`config.mk`:
```
export PLATFORM = sky130hd
export DESIGN_NAME = fifo_wptr_full
export DESIGN_NICKNAME = d
export VERILOG_FILES = /design/src/rtl/fifo_pkg.sv /design/src/rtl/gray_to_bin.sv /design/src/rtl/fifo_wptr_full.sv
export SDC_FILE = /design/constraint.sdc
export NUM_CORES = 1
export LEC_CHECK = 0
export CAP_MARGIN = 40
export CORE_MARGIN = 2
export CORE_UTILIZATION = 42
export CTS_BUF_LIST = sky130_fd_sc_hd__clkbuf_4 sky130_fd_sc_hd__clkbuf_8
export CTS_CLUSTER_DIAMETER = 100
export DETAILED_ROUTE_END_ITERATION = 6
export PLACE_DENSITY = 0.79
export SLEW_MARGIN = 20
export SYNTH_ARGS = -nofsm -noshare
export SYNTH_HDL_FRONTEND = slang
export SYNTH_SLANG_ARGS = --single-unit
```
`constraint.sdc`:
```
create_clock -name clk -period 2.1 [get_ports clk]
set_input_delay 0.315 -clock clk [delete_from_list [all_inputs] [get_ports clk]]
set_output_delay 0.315 -clock clk [all_outputs]
set_load 0.05 [all_outputs]
```
`src/rtl/fifo_pkg.sv`:
```
// Gray/binary conversion helpers shared by the async FIFO pointer blocks.
package fifo_pkg;

    localparam int unsigned FN_W = 32;

    function automatic logic [FN_W-1:0] bin2gray(input logic [FN_W-1:0] b);
        return b ^ (b >> 1);
    endfunction

    // Only the low 'width' bits of g take part in the prefix XOR.
    function automatic logic [FN_W-1:0] gray2bin(input logic [FN_W-1:0] g,
                                                 input int unsigned     width);
        logic [FN_W-1:0] b;
        logic            acc;
        b   = '0;
        acc = 1'b0;
        for (int i = int'(FN_W) - 1; i >= 0; i--) begin
            acc  = acc ^ ((i < int'(width)) ? g[i] : 1'b0);
            b[i] = acc;
        end
        return b;
    endfunction

endpackage

```
`src/rtl/gray_to_bin.sv`:
```
// Combinational Gray-to-binary converter: each binary bit is the XOR of all Gray bits at or above it.
module gray_to_bin #(
    parameter int unsigned N = 4
) (
    input  logic [N-1:0] gray,
    output logic [N-1:0] bin
);

    for (genvar i = 0; i < int'(N); i++) begin : g_bit
        assign bin[i] = ^gray[N-1:i];
    end

endmodule

```
`src/rtl/fifo_wptr_full.sv`:
```
// Write-domain pointer and full/almost-full/occupancy/overflow generator for the async FIFO.
module fifo_wptr_full
    import fifo_pkg::*;
#(
    parameter int unsigned Datawidth    = 8,
    parameter int unsigned Width        = 3,
    parameter int unsigned Depth        = 8,
    parameter int unsigned AFULL_THRESH = 6
) (
    input  logic             clk,
    input  logic             rst,
    input  logic             w_en,
    input  logic [Width:0]   rptr_sync,
    output logic [Width:0]   wptr,
    output logic [Width-1:0] waddr,
    output logic             wr_ack,
    output logic             full,
    output logic             almost_full,
    output logic [Width:0]   wcount,
    output logic             overflow
);

    localparam int unsigned PW = Width + 1;

    if (Datawidth < 1 || Width < 2 || Depth != (1 << Width) ||
        AFULL_THRESH < 1 || AFULL_THRESH > Depth) begin : g_bad_cfg
        $error("fifo_wptr_full: illegal parameter combination");
    end

    logic [PW-1:0] wbin;
    logic [PW-1:0] wbin_next;
    logic [PW-1:0] wgray_next;
    logic [PW-1:0] rbin_s;
    logic [PW-1:0] occ_next;
    logic [PW-1:0] rptr_full_cmp;
    logic          accept;
    logic          full_next;
    logic          afull_next;

    gray_to_bin #(.N(PW)) u_rptr_g2b (
        .gray (rptr_sync),
        .bin  (rbin_s)
    );

    // A full FIFO's write pointer equals the read pointer with its two MSBs inverted (Gray form).
    always_comb begin
        accept        = w_en & ~full;
        wbin_next     = wbin + PW'(accept);
        wgray_next    = PW'(bin2gray(FN_W'(wbin_next)));
        rptr_full_cmp = {~rptr_sync[Width:Width-1], rptr_sync[Width-2:0]};
        full_next     = (wgray_next == rptr_full_cmp);
        occ_next      = wbin_next - rbin_s;
        afull_next    = (occ_next >= PW'(AFULL_THRESH));
    end

    assign wr_ack = accept;
    assign waddr  = wbin[Width-1:0];

    always_ff @(posedge clk or posedge rst) begin
        if (rst) begin
            wbin        <= '0;
            wptr        <= '0;
            full        <= 1'b0;
            almost_full <= 1'b0;
            wcount      <= '0;
            overflow    <= 1'b0;
        end else begin
            wbin        <= wbin_next;
            wptr        <= wgray_next;
            full        <= full_next;
            almost_full <= afull_next;
            wcount      <= occ_next;
            overflow    <= overflow | (w_en & full);
        end
    end

endmodule

```
Yosys cells after proc, flatten, opt, wreduce, memory -nomap -nowiden
Index checks and enable logic that the tools add are counted.

word-level totals
  register bits = 15
  latch bits = 0
  memory bits (writable) = 0
  ROM bits = 0
  input bits = 7
  output and inout bits = 15
  word-level logic and storage cells = 19
  memories = 0

cells by class
  $add $sub $neg = 2
  $mul = 0
  div/mod/pow operators = 0
  order comparisons = 1
  equal/unequal tests = 1
  shifts and indexed selects = 0
  mux-type cells = 0
  bitwise operators = 6
  reductions and logical operators = 3

operators with widths
  kind                  count
  $add A4 B1 Y4         1
  $eq A4 B4 Y1          1
  $ge A4 B3 Y1 const B  1
  $reduce_xor A4 Y1     1
  $sub A4 B4 Y4         1
  $xor A4 B3 Y4         1
  $reduce_xor A3 Y1     1
  $and A1 B1 Y1         2
  $not A2 Y2            1
  $reduce_xor A2 Y1     1
  $not A1 Y1            1
  $or A1 B1 Y1          1

Logic depth before layout (Yosys ltp)
Gate-level depths: netlist of run 1.

  depth after elaboration = 5
  depth in mapped cells = 8
  depth with buffers taken out = 8

Hierarchy
From an unflattened synthesis of run 1, not the netlist that was laid out.

unflattened totals
  cell total of the unflattened synthesis = 62
  area total of the unflattened synthesis = 789.5 um2

by module, submodules not included
  module          instances  cells an instance  area each (um2)  seq. area each (um2)
  fifo_wptr_full  1          57                 739.5            350.3
  gray_to_bin     1          5                  50.0             0.0

Worst setup path before layout of run 1
No wires, ideal clock.

  kind = register to register
  from = register full
  to = register almost_full
  setup time = 132 ps
  arrival = 2850 ps
  required time = 1968 ps
  path slack = -881 ps
  stages on the path, launching flop included = 9
  buffers on the path = 0
  clock period less this slack = 2981 ps
  path through = dfrtp_1 > nor2b_1 > ha_1 > ha_1 > inv_1 > fa_1 > inv_1 > a22oi_1 > o211ai_1

between the ends
  word-level cells in the longest chain between the ends = 5

RTL lines
  item                    line                  source
  from (decl)             fifo_wptr_full.sv:17  output logic full,
  from (signal assigned)  fifo_wptr_full.sv:70  full <= full_next;
  $not A1 Y1              fifo_wptr_full.sv:47  accept = w_en & ~full;
  $and A1 B1 Y1           fifo_wptr_full.sv:47
  named net wr_ack        fifo_wptr_full.sv:16  output logic wr_ack,
  $add A4 B1 Y4           fifo_wptr_full.sv:48  wbin_next = wbin + PW'(accept);
  named net wbin_next[1]  fifo_wptr_full.sv:31  logic [PW-1:0] wbin_next;
  $sub A4 B4 Y4           fifo_wptr_full.sv:52  occ_next = wbin_next - rbin_s;
  named net occ_next[1]   fifo_wptr_full.sv:34  logic [PW-1:0] occ_next;
  $ge A4 B3 Y1            fifo_wptr_full.sv:53  afull_next = (occ_next >= PW'(AFULL_THRESH));
  named net afull_next    fifo_wptr_full.sv:38  logic afull_next;
  to (signal assigned)    fifo_wptr_full.sv:71  almost_full <= afull_next;
  to (decl)               fifo_wptr_full.sv:18  output logic almost_full,

The timed path passes the listed nets, and every way through them passes these cells.

Worst setup path after layout of run 1
  from = input port rptr_sync[2]
  to = register almost_full

between the ends
  word-level cells in the longest chain between the ends = 3
  elaborated cells between the ends (all ways) = 5
  those cells by class = 1 x add/sub; 1 x order compare; 3 x reduce/logical

RTL lines
  item                                                    line                  source
  from (decl)                                             fifo_wptr_full.sv:13  input logic [Width:0] rptr_sync,
  $reduce_xor A4 Y1 or $reduce_xor A3 Y1 (tied branches)  gray_to_bin.sv:10     assign bin[i] = ^gray[N-1:i];
  $sub A4 B4 Y4 (*)                                       fifo_wptr_full.sv:52
  named net occ_next[1]                                   fifo_wptr_full.sv:34
  $ge A4 B3 Y1 (*)                                        fifo_wptr_full.sv:53
  named net afull_next                                    fifo_wptr_full.sv:38

The timed path passes the listed nets; every way through them passes the cells marked *.

==> results of run 1 <==
-- flip-flops by register name (all words and copies together) (netlist names) --
signal / flops
wbin: 4
wptr: 3
almost_full: 1
wcount: 4
overflow: 1
full: 1
-- final timing paths --
kind	startpoint	end	slack, ps
worst max-delay path	rptr_sync[2]	almost_full$_DFF_PP0_	110
worst min-delay path	w_en	overflow$_DFF_PP0_	300
worst max register to register	full$_DFF_PP0_	almost_full$_DFF_PP0_	200
worst min register to register	overflow$_DFF_PP0_	overflow$_DFF_PP0_	480
max in group asynchronous	rst	full$_DFF_PP0_	1350
min in group asynchronous	rst	wcount[3]$_DFF_PP0_	360
-- cell usage after synthesis --
master | n | area [sq um]
a21o_1 | 2 | 15.0
ha_1 | 5 | 62.6
a21boi_0 | 1 | 7.51
nor2b_1 | 1 | 6.26
fa_1 | 1 | 20.0
xnor2_1 | 8 | 70.1
and3_1 | 1 | 6.26
xor2_1 | 7 | 61.3
xor2_2 | 1 | 16.3
nor3_1 | 2 | 10.0
a21oi_1 | 2 | 10.0
o211a_1 | 1 | 10.0
o211ai_1 | 1 | 7.51
a211o_1 | 1 | 8.76
nand3_1 | 1 | 5.00
dfrtp_1 | 14 | 350
a22oi_1 | 1 | 7.51
inv_1 | 8 | 30.0
-- metrics by stage --
stage / setup TNS, ps / cells / setup slack [ps]
global placement: -1160 / 108 / -436
floorplan: -171 / 58 / -142
finish: 0 / 114 / 111
global route: 0 / 114 / 36.9
CTS: 0 / 114 / 25.9
detailed placement: -1570 / 108 / -543
-- layer usage --
metal	GRT usage (%)	wire, microns	vias up
met3	4.80	48	2
met5	0	0	-
met1	22.0	617	272
met4	7.06	19	0
met2	30.0	814	14
li1	-	-	267
-- kinds of logic (layout without fill, tap and decap cells) --
family	count (synthesis)	in the layout
adders and majority gates	6	6
DFF	14	14
buffers and inverters	8	48
AOI/OAI and AO/OA	9	9
xor gates and xnor gates	16	16
and+or+nand+nor	5	5
-- final cells by class --
cell class / count / share of cell area (%)
Sequential cell: 14 / 30.5
Timing Repair Buffer: 36 / 28.9
Multi-Input combinational cell: 36 / 33.2
Tap cell: 16 / 1.74
Inverter: 8 / 2.60
Clock buffer: 4 / 3.15
-- worst max-delay path: stages --
cell and delay, ps:
dlygate4sd2_1 270, xnor2_2 260, xor2_2 200, xnor2_1 90, ha_2 180, fa_1 490, inv_1 60, a22oi_2 170
o211ai_1 100
-- layout by cell type, fill, tap and decap left out, types with 2 or more instances in the layout --
cell type and count:
ha_4 2, a21o_1 2, xor2_2 2, dlygate4sd2_1 2
dfrtp_1 13, nor3_1 2, xnor2_1 7, clkdlybuf4s50_1 17
ha_1 2, inv_1 7, buf_4 15, xor2_1 6
clkbuf_4 3
-- what timing repair did --
item                                    in CTS  in global routing
buffers inserted                             2                  0
endpoints found under the setup margin       3                  1
gates resized for setup                      4                  2
gates cloned                                 0                  0
hold endpoints to repair                     0                  0
pin swaps                                    2                  0
==> impl_metrics.tcl, run 1 <==
set metrics [dict create \
    insertion_delay_ps 280 \
    fp.dieW_microns 45.0 \
    dpl.hpwl_mm 1.24 \
    synth_mux_area_share_pct 0 \
    grt_use_total_pct 18.0 \
    multi_input_area_sq_um 383 \
    hold_slack_ps 302 \
    root_buffer "clkbuf_4" \
    grt_pass1_vias 557 \
    routabilityCongestion 0.789 \
    synth-seq-area-share_pct 49.7 \
    max-slew-margin-rel_pct 65.3 \
    nNetsFinal 112 \
    grt_max_degree 15 \
    finalCritPeriodShare_pct 94.7 \
    clock_sinks 14 \
    postSynthAreaPerCell_sq_um 12.1 \
    drc 0 \
    routed_wl_mm 1.50 \
    synth-xor-area-share_pct 21.0 \
    synth_compound_area_share_pct 9.41 \
    synth-simple-area-share_pct 3.91 \
    worstMarginPinSlew_ps 519 \
    synth_warnings 0 \
    wl_per_cell_microns 13.2 \
    maxCapViolCount 0 \
    n_antenna_cell 0 \
    cp.required_ps 2260 \
    finalSetupViolCount 0 \
    post-route-min-period_ps 1990 \
    io_buffers 21 \
    nFillCells 113 \
    syn_area_sq_um 704 \
    status "completed" \
    fin_skew_ps 6.50 \
    ys_ff_latch 14 \
    drv_slew 0 \
    start_kind "input pin" \
    critPathArrivalTime_ps 2150 \
    antenna_found_initial 0 \
    cts_buffers 3 \
    grt.overflow.total 0 \
    grt_pass1_wl_mm 2.52 \
    num_rows 14 \
    post_dp_cell_area_sq_um 1080 \
    design_area_sq_um 1150 \
    end_kind "flip-flop" \
    critical_path_class "input pin to flip-flop" \
    io_pins 22 \
    syn-num-nets 71 \
    coreArea_sq_um 1540 \
    holdPathStages 2 \
    first_pass_iters 4 \
    reg2regPathDepth 8 \
    num_vias 555 \
    yosysUniqueCellTypes 18 \
    hold_viol 0 \
    crit_fanout 2 \
    ant_nets 0 \
    syn-instance-count 58 \
    min-delay-path-class "input pin to flip-flop" \
    cts_tree "yes" \
    synth_top_family_by_area "XOR/XNOR gates" \
    htree_levels 1 \
    cts.path.max_buffers 2 \
    vias_per_cell 4.87 \
    drive_above_1_share_pct 31.6 \
    initial_core_util_pct 45.7 \
    syn2layout_area_growth_pct 63.8 \
    final_core_util_pct 74.8 \
    fmax_ghz 0.503 \
    synth-adder-area-share_pct 11.7 \
    register_area_sq_um 352 \
    drt_iter0_markers 12 \
    die_area_sq_um 2020 \
    cts.hold.buffers_added 0 \
    chipHeight_microns 45.0 \
    clkTransAtPathRegs_ps 90 \
    rsz0062_at_grt "no" \
]
Power of run 1 is not shown: default switching activity piles up to over one toggle a cycle in this logic, so the estimate is an artifact.
==> run 2, diff against run 1 <==
SLEW_MARGIN = unset   (was 20)
==> results of run 2 <==
The final DEF is identical to that of run 1; final timing and power are the same.
Power of run 2 is left out for the same reason.
